File: src/rtl/hp48_bus_master_pkg.sv
// hp48_bus_master_pkg: shared HP48 bus command encodings, bus master state
// encodings and the default bus address width.
package hp48_bus_master_pkg;

    localparam int ADDR_W = 20;

    // Bus manager command encodings
    localparam logic [3:0] CMD_NOP      = 4'd0;
    localparam logic [3:0] CMD_PC_READ  = 4'd1;
    localparam logic [3:0] CMD_DP_READ  = 4'd2;
    localparam logic [3:0] CMD_DP_WRITE = 4'd3;
    localparam logic [3:0] CMD_LOAD_PC  = 4'd4;
    localparam logic [3:0] CMD_LOAD_DP  = 4'd5;

    // Bus master FSM state encodings
    localparam logic [1:0] ST_IDLE = 2'd0;
    localparam logic [1:0] ST_LOAD = 2'd1;
    localparam logic [1:0] ST_XFER = 2'd2;
    localparam logic [1:0] ST_DONE = 2'd3;

endpackage

File: src/rtl/hp48_bus_master_addr_gen.sv
// hp48_bus_master_addr_gen: wrapping nibble address and nibble-index counter
// with a terminal-count flag (index equals the latched last index).
module hp48_bus_master_addr_gen #(
    parameter int ADDR_W = 20,
    parameter int IDX_W  = 4
) (
    input  logic              clk,
    input  logic              reset,
    input  logic              load,
    input  logic              advance,
    input  logic [ADDR_W-1:0] start_addr,
    input  logic [IDX_W-1:0]  last_index,
    output logic [ADDR_W-1:0] addr,
    output logic [IDX_W-1:0]  index,
    output logic              terminal
);

    logic [IDX_W-1:0] last_q;

    // Load the start point, then step address and index together; the
    // address wraps naturally at 2^ADDR_W.
    always_ff @(posedge clk) begin
        if (reset) begin
            addr   <= '0;
            index  <= '0;
            last_q <= '0;
        end else if (load) begin
            addr   <= start_addr;
            index  <= '0;
            last_q <= last_index;
        end else if (advance) begin
            addr  <= addr + ADDR_W'(1);
            index <= index + IDX_W'(1);
        end
    end

    // Terminal count: current nibble is the last one of the request
    always_comb begin
        terminal = (index == last_q);
    end

endmodule

File: src/rtl/hp48_bus_master.sv
// hp48_bus_master: CPU-side initiator for the HP48 nibble-serial bus.
// Turns one 1..MAX_NIBS nibble read/write request into LOAD_DP plus
// DP_READ/DP_WRITE strobes and returns read data little-endian.
// Build option: HP48_BUS_MASTER_LOAD_CYCLE_EN inserts the LOAD_DP cycle;
// without it IDLE goes straight to XFER and the responder follows
// bus_address on every cycle.
module hp48_bus_master #(
    parameter int ADDR_W   = hp48_bus_master_pkg::ADDR_W,
    parameter int MAX_NIBS = 16
) (
    input  logic                          strobe,
    input  logic                          reset,
    input  logic                          req_valid,
    output logic                          req_ready,
    input  logic                          req_write,
    input  logic [ADDR_W-1:0]             req_addr,
    input  logic [$clog2(MAX_NIBS)-1:0]   req_count,
    input  logic [4*MAX_NIBS-1:0]         req_data,
    output logic [ADDR_W-1:0]             bus_address,
    output logic [3:0]                    bus_command,
    output logic [3:0]                    bus_nibble_out,
    input  logic [3:0]                    bus_nibble_in,
    input  logic                          bus_error,
    output logic                          rsp_valid,
    output logic [4*MAX_NIBS-1:0]         rsp_data,
    output logic                          rsp_error,
    output logic                          busy
);

    import hp48_bus_master_pkg::*;

    localparam int IDX_W = $clog2(MAX_NIBS);

    logic [1:0]            state;
    logic                  write_q;
    logic [4*MAX_NIBS-1:0] data_q;
    logic [ADDR_W-1:0]     cur_addr;
    logic [IDX_W-1:0]      index;
    logic                  terminal;
    logic                  accept;
    logic                  advance;

    always_comb begin
        accept  = (state == ST_IDLE) && req_valid;
        advance = (state == ST_XFER) && !bus_error && !terminal;
    end

    hp48_bus_master_addr_gen #(
        .ADDR_W (ADDR_W),
        .IDX_W  (IDX_W)
    ) u_addr_gen (
        .clk        (strobe),
        .reset      (reset),
        .load       (accept),
        .advance    (advance),
        .start_addr (req_addr),
        .last_index (req_count),
        .addr       (cur_addr),
        .index      (index),
        .terminal   (terminal)
    );

    // Request sequencing FSM, request latching and read-data capture
    always_ff @(posedge strobe) begin
        if (reset) begin
            state     <= ST_IDLE;
            write_q   <= 1'b0;
            data_q    <= '0;
            rsp_data  <= '0;
            rsp_error <= 1'b0;
        end else begin
            case (state)
                ST_IDLE: begin
                    if (req_valid) begin
                        write_q   <= req_write;
                        data_q    <= req_data;
                        rsp_data  <= '0;
                        rsp_error <= 1'b0;
`ifdef HP48_BUS_MASTER_LOAD_CYCLE_EN
                        state     <= ST_LOAD;
`else
                        state     <= ST_XFER;
`endif
                    end
                end
                ST_LOAD: state <= ST_XFER;
                ST_XFER: begin
                    if (bus_error) begin
                        rsp_error <= 1'b1;
                        state     <= ST_DONE;
                    end else begin
                        if (!write_q)
                            rsp_data[{index, 2'b00} +: 4] <= bus_nibble_in;
                        if (terminal)
                            state <= ST_DONE;
                    end
                end
                default: state <= ST_IDLE;
            endcase
        end
    end

    // Moore outputs decoded from the current state
    always_comb begin
        req_ready      = 1'b0;
        busy           = 1'b1;
        rsp_valid      = 1'b0;
        bus_command    = CMD_NOP;
        bus_address    = '0;
        bus_nibble_out = '0;
        case (state)
            ST_IDLE: begin
                req_ready = 1'b1;
                busy      = 1'b0;
            end
            ST_LOAD: begin
                bus_command = CMD_LOAD_DP;
                bus_address = cur_addr;
            end
            ST_XFER: begin
                bus_address = cur_addr;
                if (write_q) begin
                    bus_command    = CMD_DP_WRITE;
                    bus_nibble_out = data_q[{index, 2'b00} +: 4];
                end else begin
                    bus_command = CMD_DP_READ;
                end
            end
            default: rsp_valid = 1'b1;
        endcase
    end

endmodule

File: config.mk
export PLATFORM = sky130hd
export DESIGN_NAME = hp48_bus_master
export DESIGN_NICKNAME = d
export VERILOG_FILES = /design/src/rtl/hp48_bus_master_pkg.sv /design/src/rtl/hp48_bus_master_addr_gen.sv /design/src/rtl/hp48_bus_master.sv
export SDC_FILE = /design/constraint.sdc
export NUM_CORES = 1
export LEC_CHECK = 0
export CAP_MARGIN = 20
export CORE_ASPECT_RATIO = 0.9
export CORE_MARGIN = 1.5
export CORE_UTILIZATION = 41
export CTS_BUF_LIST = sky130_fd_sc_hd__clkbuf_8 sky130_fd_sc_hd__clkbuf_16
export CTS_CLUSTER_SIZE = 8
export DETAILED_ROUTE_END_ITERATION = 7
export MAX_ROUTING_LAYER = met4
export PLACE_DENSITY = 0.77
export SETUP_SLACK_MARGIN = 0.05
export SLEW_MARGIN = 30
export SYNTH_ARGS = -nofsm -noshare
export SYNTH_HDL_FRONTEND = slang
export SYNTH_HIERARCHICAL = 1
export SYNTH_SLANG_ARGS = --single-unit
File: constraint.sdc
create_clock -name strobe -period 2.09 [get_ports strobe]
set_input_delay 0.5225 -clock strobe [delete_from_list [all_inputs] [get_ports strobe]]
set_output_delay 0.5225 -clock strobe [all_outputs]
set_load 0.1 [all_outputs]
==> summary by stage <==
Cells and area
The final antenna diode count is 0. In the final design database the tool counted roughly 1,200 nets. Relative to the synthesized area, the layout overhead comes to 62.1%.

The finished layout cell area is roughly 12,000 µm². The post-layout utilization of the core is 0.674. The area of all sequential standard cells is ~3200 µm². The fraction of final layout cells with drive strength greater than 1 is 0.359. The fill cell instance count of the final layout is roughly 1,300. The area of the multi-input gates is about 4600 µm².

Die
After floorplanning, the core was sized to cover between 15,000 and 20,000 µm². The die outline height is around 130 µm. ~190 I/O pins were placed. The site row count is between 40 and 50.

The initial cell density of the core is 0.416. The area enclosed by the die boundary is 18,600 µm². The die outline width is roughly 140 µm.

Clocking
The buffer type at the clock tree root is sky130_fd_sc_hd__clkbuf_16. The number of levels the H-tree was split into is 4. The clock tree from TritonCTS is yes. The TritonCTS sink count is 160.

The worst-skew pair later-pin latency is roughly 0.42 ns. After clock tree synthesis, the clock-pin slew on the worst setup and hold paths is approximately 0.070 ns. The maximum clock path buffer count is 2. Buffers inserted to repair hold after CTS numbered 0. Clock tree synthesis inserted a total of 17 buffers.

Setup path
The slowest stage cell on the critical path is sky130_fd_sc_hd__mux4_2. The kind of critical path is reg2out. The type of origin of the critical path is a register. Data on the critical path is required at its endpoint by 1.57 ns.

STA puts the critical path data arrival time at ~2 ns. The top cell family by delay on the critical path is multiplexers. The critical path goes through buf_4, mux4_2, mux2i_4, o22ai_4, buf_12. Of all nets on the critical path, the largest fanout is 5.

The critical path buffer and inverter count is 2. The peak per-stage delay on the critical path is 0.53 ns. STA classifies the critical path endpoint as an output port.

GRT
The global route total overflow is 0. The number of global-route vias before repair is 6,890. The maximum number of pins on one net before global-route repair is 71. The initial antenna violation count was 0. The overall routing resource usage is 0.244. The global-route wire length before repair is around 34 mm.

Placed design
Summed over all nets, the half-perimeter wirelength after detailed placement is between 10 and 15 mm. The count of buffers added on input and output ports is between 150 and 200. The final estimated routing congestion in global placement is about 0.90. The instance area after placement is around 10,000 µm².

Route
The total wire length is about 22 mm. The overall via count from detail_route is 7,072. After detailed routing, the number of vias per cell comes to ~5.3. The first detailed-routing pass ran for 5 iterations. The number of remaining DRC errors is 0. After the first detailed-routing iteration, the DRC count stood at 460. The routed length per instance is around 17 µm. The number of routed nets with antenna violations is 0.

Synth
The post-synthesis async set-or-reset flop share is 0. During synthesis, Yosys emitted a total of 6 warnings. The area share of the largest cell type after synthesis is 0.440. The summed instance area of the synthesized netlist is about 7300 µm². The gate count of the mapped netlist is 816. The leading area contributor after synthesis is sky130_fd_sc_hd__dfxtp_1. By count the netlist is led by sky130_fd_sc_hd__nand2_1 (171), sky130_fd_sc_hd__dfxtp_1 (160), sky130_fd_sc_hd__a21oi_1 (76). The net count of the mapped netlist is 924. The multiplexer area fraction after synthesis is 0.0688. Of the total synthesized cell area, the portion taken by full adders, half adders and majority gates is 0.0189. The synthesized-area fraction occupied by xor and xnor cells is 0.0205. The share of the Yosys chip area taken by registers is 0.440. Yosys attributes the largest share of cell area to sky130_fd_sc_hd__dfxtp_1 (44%), sky130_fd_sc_hd__nand2_1 (8.8%), sky130_fd_sc_hd__a21oi_1 (5.2%), sky130_fd_sc_hd__mux4_2 (5.0%), sky130_fd_sc_hd__o2bb2ai_1 (4.1%). The number of enable-type register cells in the synthesized netlist is 0. In this run, synthesis produced a sequential element count of 160.

For this run, the leading register cell type out of synthesis is sky130_fd_sc_hd__dfxtp_1. The fraction of the mapped netlist area in compound gates is 0.199. The area share of and/or/nand/nor cells after synthesis is 0.210. After synthesis, the largest family of logic cells by area is simple AND/OR/NAND/NOR gates. Averaged over all synthesized cells, the footprint is a little under 9 µm². The most common cell in the synthesized netlist is sky130_fd_sc_hd__nand2_1. The count of distinct cell types in the synthesized netlist is between 60 and 70.

Status
The run finished, with violations left. The final reports fail on setup timing.

STA
The final count of pins violating max slew was 0. The clock arrives with between 0.006 and 0.007 ns of skew. The worst hold slack is ~0.45 ns. Dividing the final minimum period by the clock period gives 1.23.

The setup violation total in the final timing report is 114. Summed over all failing endpoints, the final setup total negative slack is -20.50 ns. Setup repair after global routing could not meet its margin everywhere. For the finished layout, the period the worst path requires is 2.56 ns. The final hold violation count is 0. The relative slew slack is 0.576. At the pin with the least slew margin, the transition time is around 0.64 ns. Static timing analysis puts the maximum clock frequency at just under 400 MHz. Once routing completed, OpenROAD measured the worst setup slack at -0.472 ns.

Pwr
The static leakage is between 4 and 5 nW. The power per cell area is 742 nW/µm². Power comes to ~8.8 mW. VDD sags by at most between 0.5 and 0.6 mV.

Hold path
The path type of the worst min-delay path is reg2reg.

Run
The number of violations of the max-capacitance limit is 0.
report_power, final:
part | switching (mW) | internal (mW) | leakage, nW
Combinational | 1.38 | 1.08 | 2.93
Sequential | 0.130 | 3.21 | 1.30
Clock | 1.30 | 1.65 | 0.267
Total | 2.81 | 5.94 | 4.50
metal layers:
metal,vias to the layer above,global-route usage,share of wire,wire length (µm)
li1,3404,-,-,-
met4,0,0.0774,0.016,354
met2,271,0.397,0.49,11000
met3,36,0.0469,0.066,1490
met1,3361,0.305,0.43,9590
met5,-,-,0,0
final cells by class:
cell class / count / share of cell area
clock inverters: 15 / 0.0112
multi-input cells: 585 / 0.389
well taps: 240 / 0.0254
flip-flops and latches: 160 / 0.272
clock buffers: 17 / 0.0360
repair buffers: 289 / 0.259
inverters: 20 / 0.00679
kinds of logic after synthesis:
family | count (synthesis)
xor+xnor | 17
compound gates | 207
simple gates | 319
buf+inv | 71
flops | 160
mux | 30
fa+ha+maj | 11
other cells | 1
metrics by stage:
step | setup WS [ns] | std cells
2_1_floorplan | -0.219 | 816
3_3_place_gp | -0.325 | 1252
3_5_place_dp | -0.389 | 1252
4_1_cts | -0.469 | 1317
5_1_grt | -0.523 | 1326
6_report | -0.472 | 1326
timing repair:
action	4_1_cts	5_1_grt
pin swaps	49	39
gates resized for setup	126	65
gates cloned	2	0
endpoints found under the setup margin	98	112
buffers inserted	33	14
worst reg2reg max path, cell delays in order, from the launching register on:
cell and delay (ns):
sky130_fd_sc_hd__dfxtp_4 0.39, sky130_fd_sc_hd__buf_12 0.15, sky130_fd_sc_hd__buf_6 0.11, sky130_fd_sc_hd__buf_6 0.11, sky130_fd_sc_hd__buf_8 0.13, sky130_fd_sc_hd__xor2_4 0.15
sky130_fd_sc_hd__nor4_4 0.06, sky130_fd_sc_hd__nor2_4 0.16, sky130_fd_sc_hd__and4_4 0.26, sky130_fd_sc_hd__or4b_4 0.46, sky130_fd_sc_hd__xnor2_1 0.14, sky130_fd_sc_hd__a211oi_1 0.26
worst paths after layout:
check | depth (start not counted) | from | to | slack [ns]
max | 5 | u_addr_gen/index[0] | bus_nibble_out[3] | -0.47
min | 2 | data_q[41] | data_q[41] | 0.45
max reg2reg | 11 | u_addr_gen/index[0] | u_addr_gen/addr[9] | -0.37
min reg2reg | 2 | data_q[41] | data_q[41] | 0.45
cell usage in the layout, fill, tap and decap left out, types with 5 or more instances in the layout:
master and n:
sky130_fd_sc_hd__a211oi_1 8, sky130_fd_sc_hd__a21o_1 6, sky130_fd_sc_hd__a21oi_1 69, sky130_fd_sc_hd__a21oi_2 5, sky130_fd_sc_hd__a22o_1 20, sky130_fd_sc_hd__and2_4 22, sky130_fd_sc_hd__buf_12 40, sky130_fd_sc_hd__buf_4 122
sky130_fd_sc_hd__buf_6 28, sky130_fd_sc_hd__clkbuf_16 17, sky130_fd_sc_hd__clkdlybuf4s50_1 95, sky130_fd_sc_hd__dfxtp_1 156, sky130_fd_sc_hd__inv_1 14, sky130_fd_sc_hd__inv_6 6, sky130_fd_sc_hd__mux2i_1 7, sky130_fd_sc_hd__mux2i_4 5
sky130_fd_sc_hd__mux4_2 16, sky130_fd_sc_hd__nand2_1 162, sky130_fd_sc_hd__nand2_2 8, sky130_fd_sc_hd__nand2b_1 8, sky130_fd_sc_hd__nand3_1 6, sky130_fd_sc_hd__nand3_2 5, sky130_fd_sc_hd__nor2_1 40, sky130_fd_sc_hd__nor2b_1 11
sky130_fd_sc_hd__nor3_1 10, sky130_fd_sc_hd__o21ai_0 6, sky130_fd_sc_hd__o21ai_2 6, sky130_fd_sc_hd__o2bb2ai_1 21, sky130_fd_sc_hd__o2bb2ai_2 12, sky130_fd_sc_hd__xnor2_1 5, sky130_fd_sc_hd__xor2_1 8
registers in the layout, summed over array words and instances (netlist names):
name and cells:
data_q 64, rsp_data 64, u_addr_gen/addr 20, u_addr_gen/index 4, u_addr_gen/last_q 4, state 2, rsp_error 1, write_q 1
No activity file was read; power rests on OpenSTA's default activity.
